==> src/rtl/text_console_if.sv <==
// text_console_if: byte-stream input handshake, VRAM write port and cursor outputs of text_console.
// master: producer side (drives char_i/attr_i/valid_i, observes the rest).
// slave:  console side (accepts bytes, drives ready_o, vram_cea_o/ada_o/din_o, cur_col_o/cur_row_o).
interface text_console_if #(
  parameter int ADDR_W = 11
);
  logic [7:0] char_i;
  logic [7:0] attr_i;
  logic valid_i;
  logic ready_o;
  logic vram_cea_o;
  logic [ADDR_W-1:0] vram_ada_o;
  logic [15:0] vram_din_o;
  logic [5:0] cur_col_o;
  logic [5:0] cur_row_o;
  modport master (
    output char_i, attr_i, valid_i,
    input ready_o, vram_cea_o, vram_ada_o, vram_din_o, cur_col_o, cur_row_o
  );
  modport slave (
    input char_i, attr_i, valid_i,
    output ready_o, vram_cea_o, vram_ada_o, vram_din_o, cur_col_o, cur_row_o
  );
endinterface

==> src/rtl/text_console.sv <==
// text_console: turns a character/control byte stream into VRAM writes for a COLS x ROWS text grid.
// Ports: clk_i (LCD pixel / VRAM clock), rst_i (async active-high),
//        bus (slave): char_i/attr_i/valid_i/ready_o byte handshake, vram_cea_o/vram_ada_o/vram_din_o
//        VRAM write port, cur_col_o/cur_row_o cursor where the next printable lands.
module text_console #(
  parameter int COLS = 60,
  parameter int ROWS = 34,
  parameter int ADDR_W = 11,
  parameter logic [7:0] DEFAULT_ATTR = 8'h07
) (
  input logic clk_i,
  input logic rst_i,
  text_console_if.slave bus
);
  typedef enum logic [1:0] {CLR_ALL, IDLE, WRITE, CLR_LINE} state_t;
  localparam logic [ADDR_W-1:0] CELLS = ADDR_W'(COLS * ROWS);
  localparam logic [ADDR_W-1:0] NCOL = ADDR_W'(COLS);
  localparam logic [5:0] LAST_COL = 6'(COLS - 1);
  localparam logic [5:0] LAST_ROW = 6'(ROWS - 1);
  localparam logic [15:0] BLANK = {DEFAULT_ATTR, 8'h20};
  state_t state;
  logic [ADDR_W-1:0] cnt;
  logic [5:0] next_row;
  logic printable;
  // row*60 without a multiplier
  function automatic logic [ADDR_W-1:0] row_base(input logic [5:0] r);
    return (ADDR_W'(r) << 6) - (ADDR_W'(r) << 2);
  endfunction
  assign next_row = bus.cur_row_o == LAST_ROW ? 6'd0 : bus.cur_row_o + 6'd1;
  assign printable = bus.char_i >= 8'h20 && bus.char_i <= 8'h7E;
  // Outputs are registered on entry to each state, so the first write of a
  // clear is issued on the same edge that decides to start it.
  always_ff @(posedge clk_i or posedge rst_i)
    if (rst_i) begin
      state <= CLR_ALL;
      cnt <= '0;
      bus.ready_o <= 1'b0;
      bus.vram_cea_o <= 1'b0;
      bus.vram_ada_o <= '0;
      bus.vram_din_o <= '0;
      bus.cur_col_o <= '0;
      bus.cur_row_o <= '0;
    end else begin
      bus.vram_cea_o <= 1'b0;
      case (state)
        CLR_ALL:
          if (cnt == CELLS) begin
            state <= IDLE;
            bus.ready_o <= 1'b1;
            bus.cur_col_o <= '0;
            bus.cur_row_o <= '0;
          end else begin
            bus.vram_cea_o <= 1'b1;
            bus.vram_ada_o <= cnt;
            bus.vram_din_o <= BLANK;
            cnt <= cnt + ADDR_W'(1);
          end
        IDLE:
          if (bus.valid_i && bus.ready_o) begin
            if (printable) begin
              state <= WRITE;
              bus.ready_o <= 1'b0;
              bus.vram_cea_o <= 1'b1;
              bus.vram_ada_o <= row_base(bus.cur_row_o) + ADDR_W'(bus.cur_col_o);
              bus.vram_din_o <= {bus.attr_i, bus.char_i};
            end else if (bus.char_i == 8'h0D)
              bus.cur_col_o <= '0;
            else if (bus.char_i == 8'h0A) begin
              state <= CLR_LINE;
              bus.ready_o <= 1'b0;
              bus.cur_col_o <= '0;
              bus.cur_row_o <= next_row;
              bus.vram_cea_o <= 1'b1;
              bus.vram_ada_o <= row_base(next_row);
              bus.vram_din_o <= BLANK;
              cnt <= ADDR_W'(1);
            end else if (bus.char_i == 8'h08)
              bus.cur_col_o <= bus.cur_col_o != 6'd0 ? bus.cur_col_o - 6'd1 : bus.cur_col_o;
            else if (bus.char_i == 8'h0C) begin
              state <= CLR_ALL;
              bus.ready_o <= 1'b0;
              bus.vram_cea_o <= 1'b1;
              bus.vram_ada_o <= '0;
              bus.vram_din_o <= BLANK;
              cnt <= ADDR_W'(1);
            end
          end
        WRITE:
          if (bus.cur_col_o == LAST_COL) begin
            state <= CLR_LINE;
            bus.cur_col_o <= '0;
            bus.cur_row_o <= next_row;
            bus.vram_cea_o <= 1'b1;
            bus.vram_ada_o <= row_base(next_row);
            bus.vram_din_o <= BLANK;
            cnt <= ADDR_W'(1);
          end else begin
            state <= IDLE;
            bus.ready_o <= 1'b1;
            bus.cur_col_o <= bus.cur_col_o + 6'd1;
          end
        default:
          if (cnt == NCOL) begin
            state <= IDLE;
            bus.ready_o <= 1'b1;
          end else begin
            bus.vram_cea_o <= 1'b1;
            bus.vram_ada_o <= row_base(bus.cur_row_o) + cnt;
            bus.vram_din_o <= BLANK;
            cnt <= cnt + ADDR_W'(1);
          end
      endcase
    end
endmodule

==> src/flat_wrapper.sv <==
// flat-port wrapper written by rule: the top's interface ports become plain ports
module text_console_flat 
#(
  parameter int COLS = 60,
  parameter int ROWS = 34,
  parameter int ADDR_W = 11,
  parameter logic [7:0] DEFAULT_ATTR = 8'h07
)
  (clk_i, rst_i, bus_char_i, bus_attr_i, bus_valid_i, bus_ready_o, bus_vram_cea_o, bus_vram_ada_o, bus_vram_din_o, bus_cur_col_o, bus_cur_row_o);
  text_console_if #(.ADDR_W(ADDR_W)) bus_i ();
  input logic clk_i;
  input logic rst_i;
  input wire logic [$bits(bus_i.char_i)-1:0] bus_char_i;
  input wire logic [$bits(bus_i.attr_i)-1:0] bus_attr_i;
  input wire logic [$bits(bus_i.valid_i)-1:0] bus_valid_i;
  output wire logic [$bits(bus_i.ready_o)-1:0] bus_ready_o;
  output wire logic [$bits(bus_i.vram_cea_o)-1:0] bus_vram_cea_o;
  output wire logic [$bits(bus_i.vram_ada_o)-1:0] bus_vram_ada_o;
  output wire logic [$bits(bus_i.vram_din_o)-1:0] bus_vram_din_o;
  output wire logic [$bits(bus_i.cur_col_o)-1:0] bus_cur_col_o;
  output wire logic [$bits(bus_i.cur_row_o)-1:0] bus_cur_row_o;
  assign bus_i.char_i = bus_char_i;
  assign bus_i.attr_i = bus_attr_i;
  assign bus_i.valid_i = bus_valid_i;
  assign bus_ready_o = bus_i.ready_o;
  assign bus_vram_cea_o = bus_i.vram_cea_o;
  assign bus_vram_ada_o = bus_i.vram_ada_o;
  assign bus_vram_din_o = bus_i.vram_din_o;
  assign bus_cur_col_o = bus_i.cur_col_o;
  assign bus_cur_row_o = bus_i.cur_row_o;
  text_console #(.COLS(COLS), .ROWS(ROWS), .ADDR_W(ADDR_W), .DEFAULT_ATTR(DEFAULT_ATTR)) u_core (.clk_i(clk_i), .rst_i(rst_i), .bus(bus_i));
endmodule
==> config.mk <==
export PLATFORM = sky130hd
export DESIGN_NAME = text_console_flat
export DESIGN_NICKNAME = d
export VERILOG_FILES = /design/src/rtl/text_console_if.sv /design/src/rtl/text_console.sv /design/src/flat_wrapper.sv
export SDC_FILE = /design/constraint.sdc
export NUM_CORES = 1
export LEC_CHECK = 0
export BUFFER_PORTS_ARGS = -buffer_cell sky130_fd_sc_hd__buf_2
export CAP_MARGIN = 20
export CORE_MARGIN = 2
export CORE_UTILIZATION = 30
export DETAILED_ROUTE_END_ITERATION = 7
export GPL_ROUTABILITY_DRIVEN = 0
export PLACE_DENSITY = 0.58
export SYNTH_ARGS = -nofsm -noshare
export SYNTH_HDL_FRONTEND = slang
export SYNTH_SLANG_ARGS = --single-unit
==> constraint.sdc <==
create_clock -name clk_i -period 3.4 [get_ports clk_i]
set_clock_uncertainty 0.05 [all_clocks]
set_input_delay 0.51 -clock clk_i [delete_from_list [all_inputs] [get_ports clk_i]]
set_output_delay 0.51 -clock clk_i [all_outputs]
set_load 0.02 [all_outputs]
# Word-level counts from Yosys, hierarchy flattened
# Cells that the tools add are included.
# word_totals
latch_bits	0
ramBits	0
romBits	0
output_inout_bits	41
ff_bits	54
memories	0
elab_cells	132
# classes
eq_ne	26
multipliers	0
n_bitwise	0
muxes	76
shift	0
div	0
reduce_logical	12
add_sub_neg	8
magnitude_cmp	2
# op_table
operator	count
$mux W11	18
$mux W16	9
$mux W6	14
$pmux W11 S3	2
$pmux W16 S3	1
$pmux W6 S3	2
$eq A8 B4 Y1 const B	4
$sub A11 B8 Y11	2
$reduce_and A7 Y1	3
$mux W1	18
$mux W2	9
$add A6 B1 Y6 const B	2
$eq A6 B6 Y1 const B	2
$ne A4 B1 Y1 const B	3
$reduce_and A6 Y1	2
$add A11 B1 Y11 const B	1
$add A11 B11 Y11	1
$add A11 B6 Y11	1
$eq A11 B11 Y1 const B	1
$eq A11 B6 Y1 const B	1
$ge A8 B6 Y1 const B	1
$le A8 B7 Y1 const B	1
$ne A2 B1 Y1 const B	4
$ne A2 B2 Y1 const B	4
other kinds (15)	18

# Depth between registers and ports, before layout
# logic_depth
ltp_word	8
mapped_depth	13
ltp_nobuf	13

# Worst setup path before layout
# Ideal clock, no wire load.
# synth_path
kind	reg2reg
from	register u_core.bus.cur_row_o[0]
to	register u_core.bus.vram_ada_o[10]
arrival_time_ns	2.656
required_ns	3.229
path_buffers	0
stages_incl_launch_ff	13
setup_ns	0.121
slack_ns	0.573
path_cell_list	dfrtp_1 -> ha_1 -> nand3b_1 -> or2_1 -> nand2_1 -> inv_2 -> ha_1 -> nand3_1 -> and4_1 -> xnor2_1 -> a221oi_2 -> o21ai_1 -> a22o_1
# synth_via
elab_chain_cells	8
elab_cells_between_ends	14
classes_between	add/sub: 5; eq/ne: 1; mux: 8
# synth_rtl
item	line	text
from (decl)	text_console_if.sv:22	output ready_o, vram_cea_o, vram_ada_o, vram_din_o, cur_col_o, cur_row_o
from (signal assigned)	text_console.sv:72	bus.cur_row_o <= next_row;
from (signal assigned)	text_console.sv:92	bus.cur_row_o <= next_row;
$add A6 B1 Y6 / $eq A6 B6 Y1 (equally long branches)	text_console.sv:29	assign next_row = bus.cur_row_o == LAST_ROW ? 6'd0 : bus.cur_row_o + 6'd1;
$mux W6	text_console.sv:29	
$sub A11 B8 Y11	text_console.sv:27	return (ADDR_W'(r) << 6) - (ADDR_W'(r) << 2);
$mux W11	text_console.sv:68	else if (bus.char_i == 8'h0A) begin
$mux W11	text_console.sv:66	end else if (bus.char_i == 8'h0D)
$mux W11	text_console.sv:60	if (printable) begin
$mux W11	text_console.sv:59	if (bus.valid_i && bus.ready_o) begin
$pmux W11 S3 *	text_console.sv:45	case (state)
to (signal assigned)	text_console.sv:54	bus.vram_ada_o <= cnt;
to (signal assigned)	text_console.sv:64	bus.vram_ada_o <= row_base(bus.cur_row_o) + ADDR_W'(bus.cur_col_o);
to (signal assigned)	text_console.sv:74	bus.vram_ada_o <= row_base(next_row);
to (decl)	text_console_if.sv:22	
# Every way passes the cells marked *; elsewhere a longest branch is shown, timed or not. The select of a mux whose other input is x is not followed.
# A chain may end at the register's enable or synchronous reset.

# Worst setup path in the final report
# layout_path
from	register u_core.bus.cur_row_o[1]
to	register u_core.bus.vram_ada_o[8]
# Same word-level chain as after synthesis.

==> results.toml <==
[outcome]
status = "completed"

[logic_synthesis]
synthMuxAreaShare_pct = 0.484
synth-seq-area-share_pct = 32.7
synth-compound-area-share_pct = 24.2
yosys-top-cells-area = "dfrtp_1, ha_1, nand2_1"
yosysTopAreaCellShare_pct = 32.7
synth_area_um2 = 4130
yosysUniqueCellTypes = 64
synth_xor_area_share_pct = 6.54
synth_top_family_by_area = "compound AO/OA/AOI/OAI gates"
syn-num-nets = 552
synthAdderAreaFrac_pct = 9.75
ys_warn_count = 0
synth_edf_count = 0
yosys_most_used_dff = "dfrtp_1"
ys_ff_latch = 54
syn_area_per_cell_um2 = 8.23
synth-simple-area-share_pct = 21.2
yosysTopAreaCell = "dfrtp_1"
synthCells = 502
postSynth.asyncResetShare_pct = 100

[cts]
cts_max_path_buffers = 2
numCtsBuffers = 5
clk_latency_ns = 0.30
htree_levels = 2
cts_tree = "built"
path_clk_slew_ns = 0.08
cts_root_buf = "clkbuf_16"
clock_sinks = 54

[final_layout]
drive_gt1_share_pct = 16.6
layout_common_cells = "nand2_1, buf_2, dfrtp_1, o21ai_0"
antenna_cells = 0
fin_nets = 603
finalNonFillerCells = 730
final_common_cell = "nand2_1"
area_growth_pct = 15.0

[global_route]
grt_max_degree = 27
antenna_found_initial = 0
grt_pass1_wl_um = 19000
grt_use_total_pct = 16.0
gr-total-overflow = 0
first_global_vias = 3798

[pwr]
power.density_nw_per_um2 = 907
p_int_uw = 2110
ir_worst_vdd_mv = 0.297
pwr-share-seq_pct = 25.6
p_leak_uw = 0.00214
power_switching_share_pct = 51.0
p_switching_uw = 2200
clkPwrFrac_pct = 12.6
total_power_uw = 4310
combPwrFrac_pct = 61.7

[die]
die_area_um2 = 14700
core_area_um2 = 13300
die_w_um = 121
rows = 42
start_util_pct = 31.0
io_pins = 60
die_h_um = 121

[placed_design]
placed_cells = 722
io_buffers = 59
dp_hpwl_um = 8780
dp_slack_ns = 0.286

[sta]
rsz0062_at_grt = "no"
setup_viol = 0
worst_pin_slew_ns = 0.769
maxSlewHeadroom_pct = 48.8
finalHoldViolCount = 0
post-route-period-util_pct = 92.0
finalCriticalPeriod_ns = 3.13
slew_violations = 0
fmax_mhz = 320
setup_slack_ns = 0.271
setup_tns_ns = 0

[setup_path]
crit_type = "register to register"
rrSetupSlack_ns = 0.27
r2r_start = "u_core.bus.cur_row_o[1]$_DFFE_PP0P_"
end_kind = "register"
worst_ep_arrival_time_ns = 3.27
r2r_cells = 13
start_kind = "register"
cp_max_fo = 11
required_ns = 3.54
reg2reg_to = "u_core.bus.vram_ada_o[8]$_DFFE_PP0P_"

[drt]
drc = 0
drtIter0Drc = 337
dr.pass1.iters = 5
avgRoutedWirePerCell_um = 15.8
via_count = 3916
post_drt_via_cell_ratio = 5.36
drt-total-wl_um = 11500
ant_nets = 0

[hold_path]
hp-class = "input port to asynchronous set/reset pin"

[run]
drv_cap = 0
-- worst max-delay path by stage --
stage	startpoint	to	slack [ns]
2_1_floorplan	u_core.bus.cur_row_o[0]$_DFFE_PP0P_	u_core.bus.vram_ada_o[10]$_DFFE_PP0P_	0.57
3_3_place_gp	u_core.bus.cur_row_o[0]$_DFFE_PP0P_	u_core.bus.vram_ada_o[8]$_DFFE_PP0P_	0.37
3_5_place_dp	u_core.bus.cur_row_o[0]$_DFFE_PP0P_	u_core.bus.vram_ada_o[8]$_DFFE_PP0P_	0.29
4_1_cts	u_core.bus.cur_row_o[0]$_DFFE_PP0P_	u_core.bus.vram_ada_o[8]$_DFFE_PP0P_	0.26
5_1_grt	u_core.bus.cur_row_o[4]$_DFFE_PP0P_	u_core.bus.vram_ada_o[10]$_DFFE_PP0P_	0.05
6_report	u_core.bus.cur_row_o[1]$_DFFE_PP0P_	u_core.bus.vram_ada_o[8]$_DFFE_PP0P_	0.27
-- cells in the mapped netlist (3+ instances only) --
cell type,count
nor2_1,30
nor2b_1,3
a211oi_1,5
a31oi_1,6
dfrtp_1,54
nand2_1,75
o211ai_1,3
nand4_1,10
a221oi_1,4
o21ai_0,48
buf_4,3
o221ai_1,4
and2_1,4
o21ai_1,16
a22o_1,6
xor2_1,11
inv_1,24
o31ai_1,10
clkbuf_1,13
and3_1,7
a21oi_1,30
xnor2_1,18
buf_2,6
nand3_1,19
ha_1,29
nor3_1,3
a32oi_1,4
nor3b_1,3
nand2b_1,3
-- power by group through the flow --
| stage | sequential, uW | clock [uW] | combinational, uW |
|---|---|---|---|
| floorplan | 1230 | 0 | 1810 |
| global placement | 1110 | 0 | 2600 |
| detailed placement | 1110 | 0 | 2640 |
| CTS | 1100 | 560 | 2650 |
| global route | 1140 | 581 | 2970 |
| finish | 1100 | 544 | 2660 |
-- cell families after synthesis --
kind of cell / count (synthesis)
muxes: 2
buffers and inverters: 49
adders and majority gates: 31
xor gates and xnor gates: 30
DFF: 54
AOI/OAI and AO/OA: 158
and+or+nand+nor: 178
-- cell type report --
type	instances	area [um2]
sequential	54	1350
clock inverter	3	28.8
tap	176	220
multi-input combinational	399	2570
timing repair buffer	67	355
inverter	26	97.6
fill	1415	8600
clock buffer	5	125
-- registers in the layout, summed over array words and instances (netlist names) --
name / count
u_core.bus.cur_col_o: 6
u_core.bus.cur_row_o: 6
u_core.bus.ready_o: 1
u_core.bus.vram_ada_o: 11
u_core.bus.vram_cea_o: 1
u_core.bus.vram_din_o: 16
u_core.cnt: 11
u_core.state: 2
-- per-stage QoR --
stage	hold WS (ns)	instance area, um2	utilization [%]
floorplan	0.460	4130	-
global placement	0.405	4600	34.4
detailed placement	0.409	4600	34.4
CTS	0.0879	4750	35.6
global route	0.100	4750	35.6
finish	0.0811	4750	35.6
-- worst max-delay path, stage by stage, from the launching register on --
cell and delay (ns):
dfrtp_1 0.51, inv_1 0.14, ha_1 0.16, nand3b_1 0.18, or2_1 0.30, nand2_1 0.17
inv_2 0.06, ha_1 0.36, nand3_1 0.12, o211ai_1 0.16, o21ai_0 0.12, a221oi_1 0.30
o21ai_0 0.17, a22o_1 0.21
-- metal layers --
metal / track usage (%) / part of all wire [%] / wire length, um
met1: 21.3 / 46 / 5330
met3: 1.41 / 3.9 / 452
met4: 5.96 / 1.6 / 181
met5: 0 / 0 / 0
met2: 27.0 / 48 / 5560
-- timing repair --
item                                    4_1_cts  5_1_grt
resized for setup                             0        1
endpoints found under the setup margin        0        1
buffers inserted                              0        0
hold buffers                                  0        0
No activity file was read; power rests on OpenSTA's default activity.
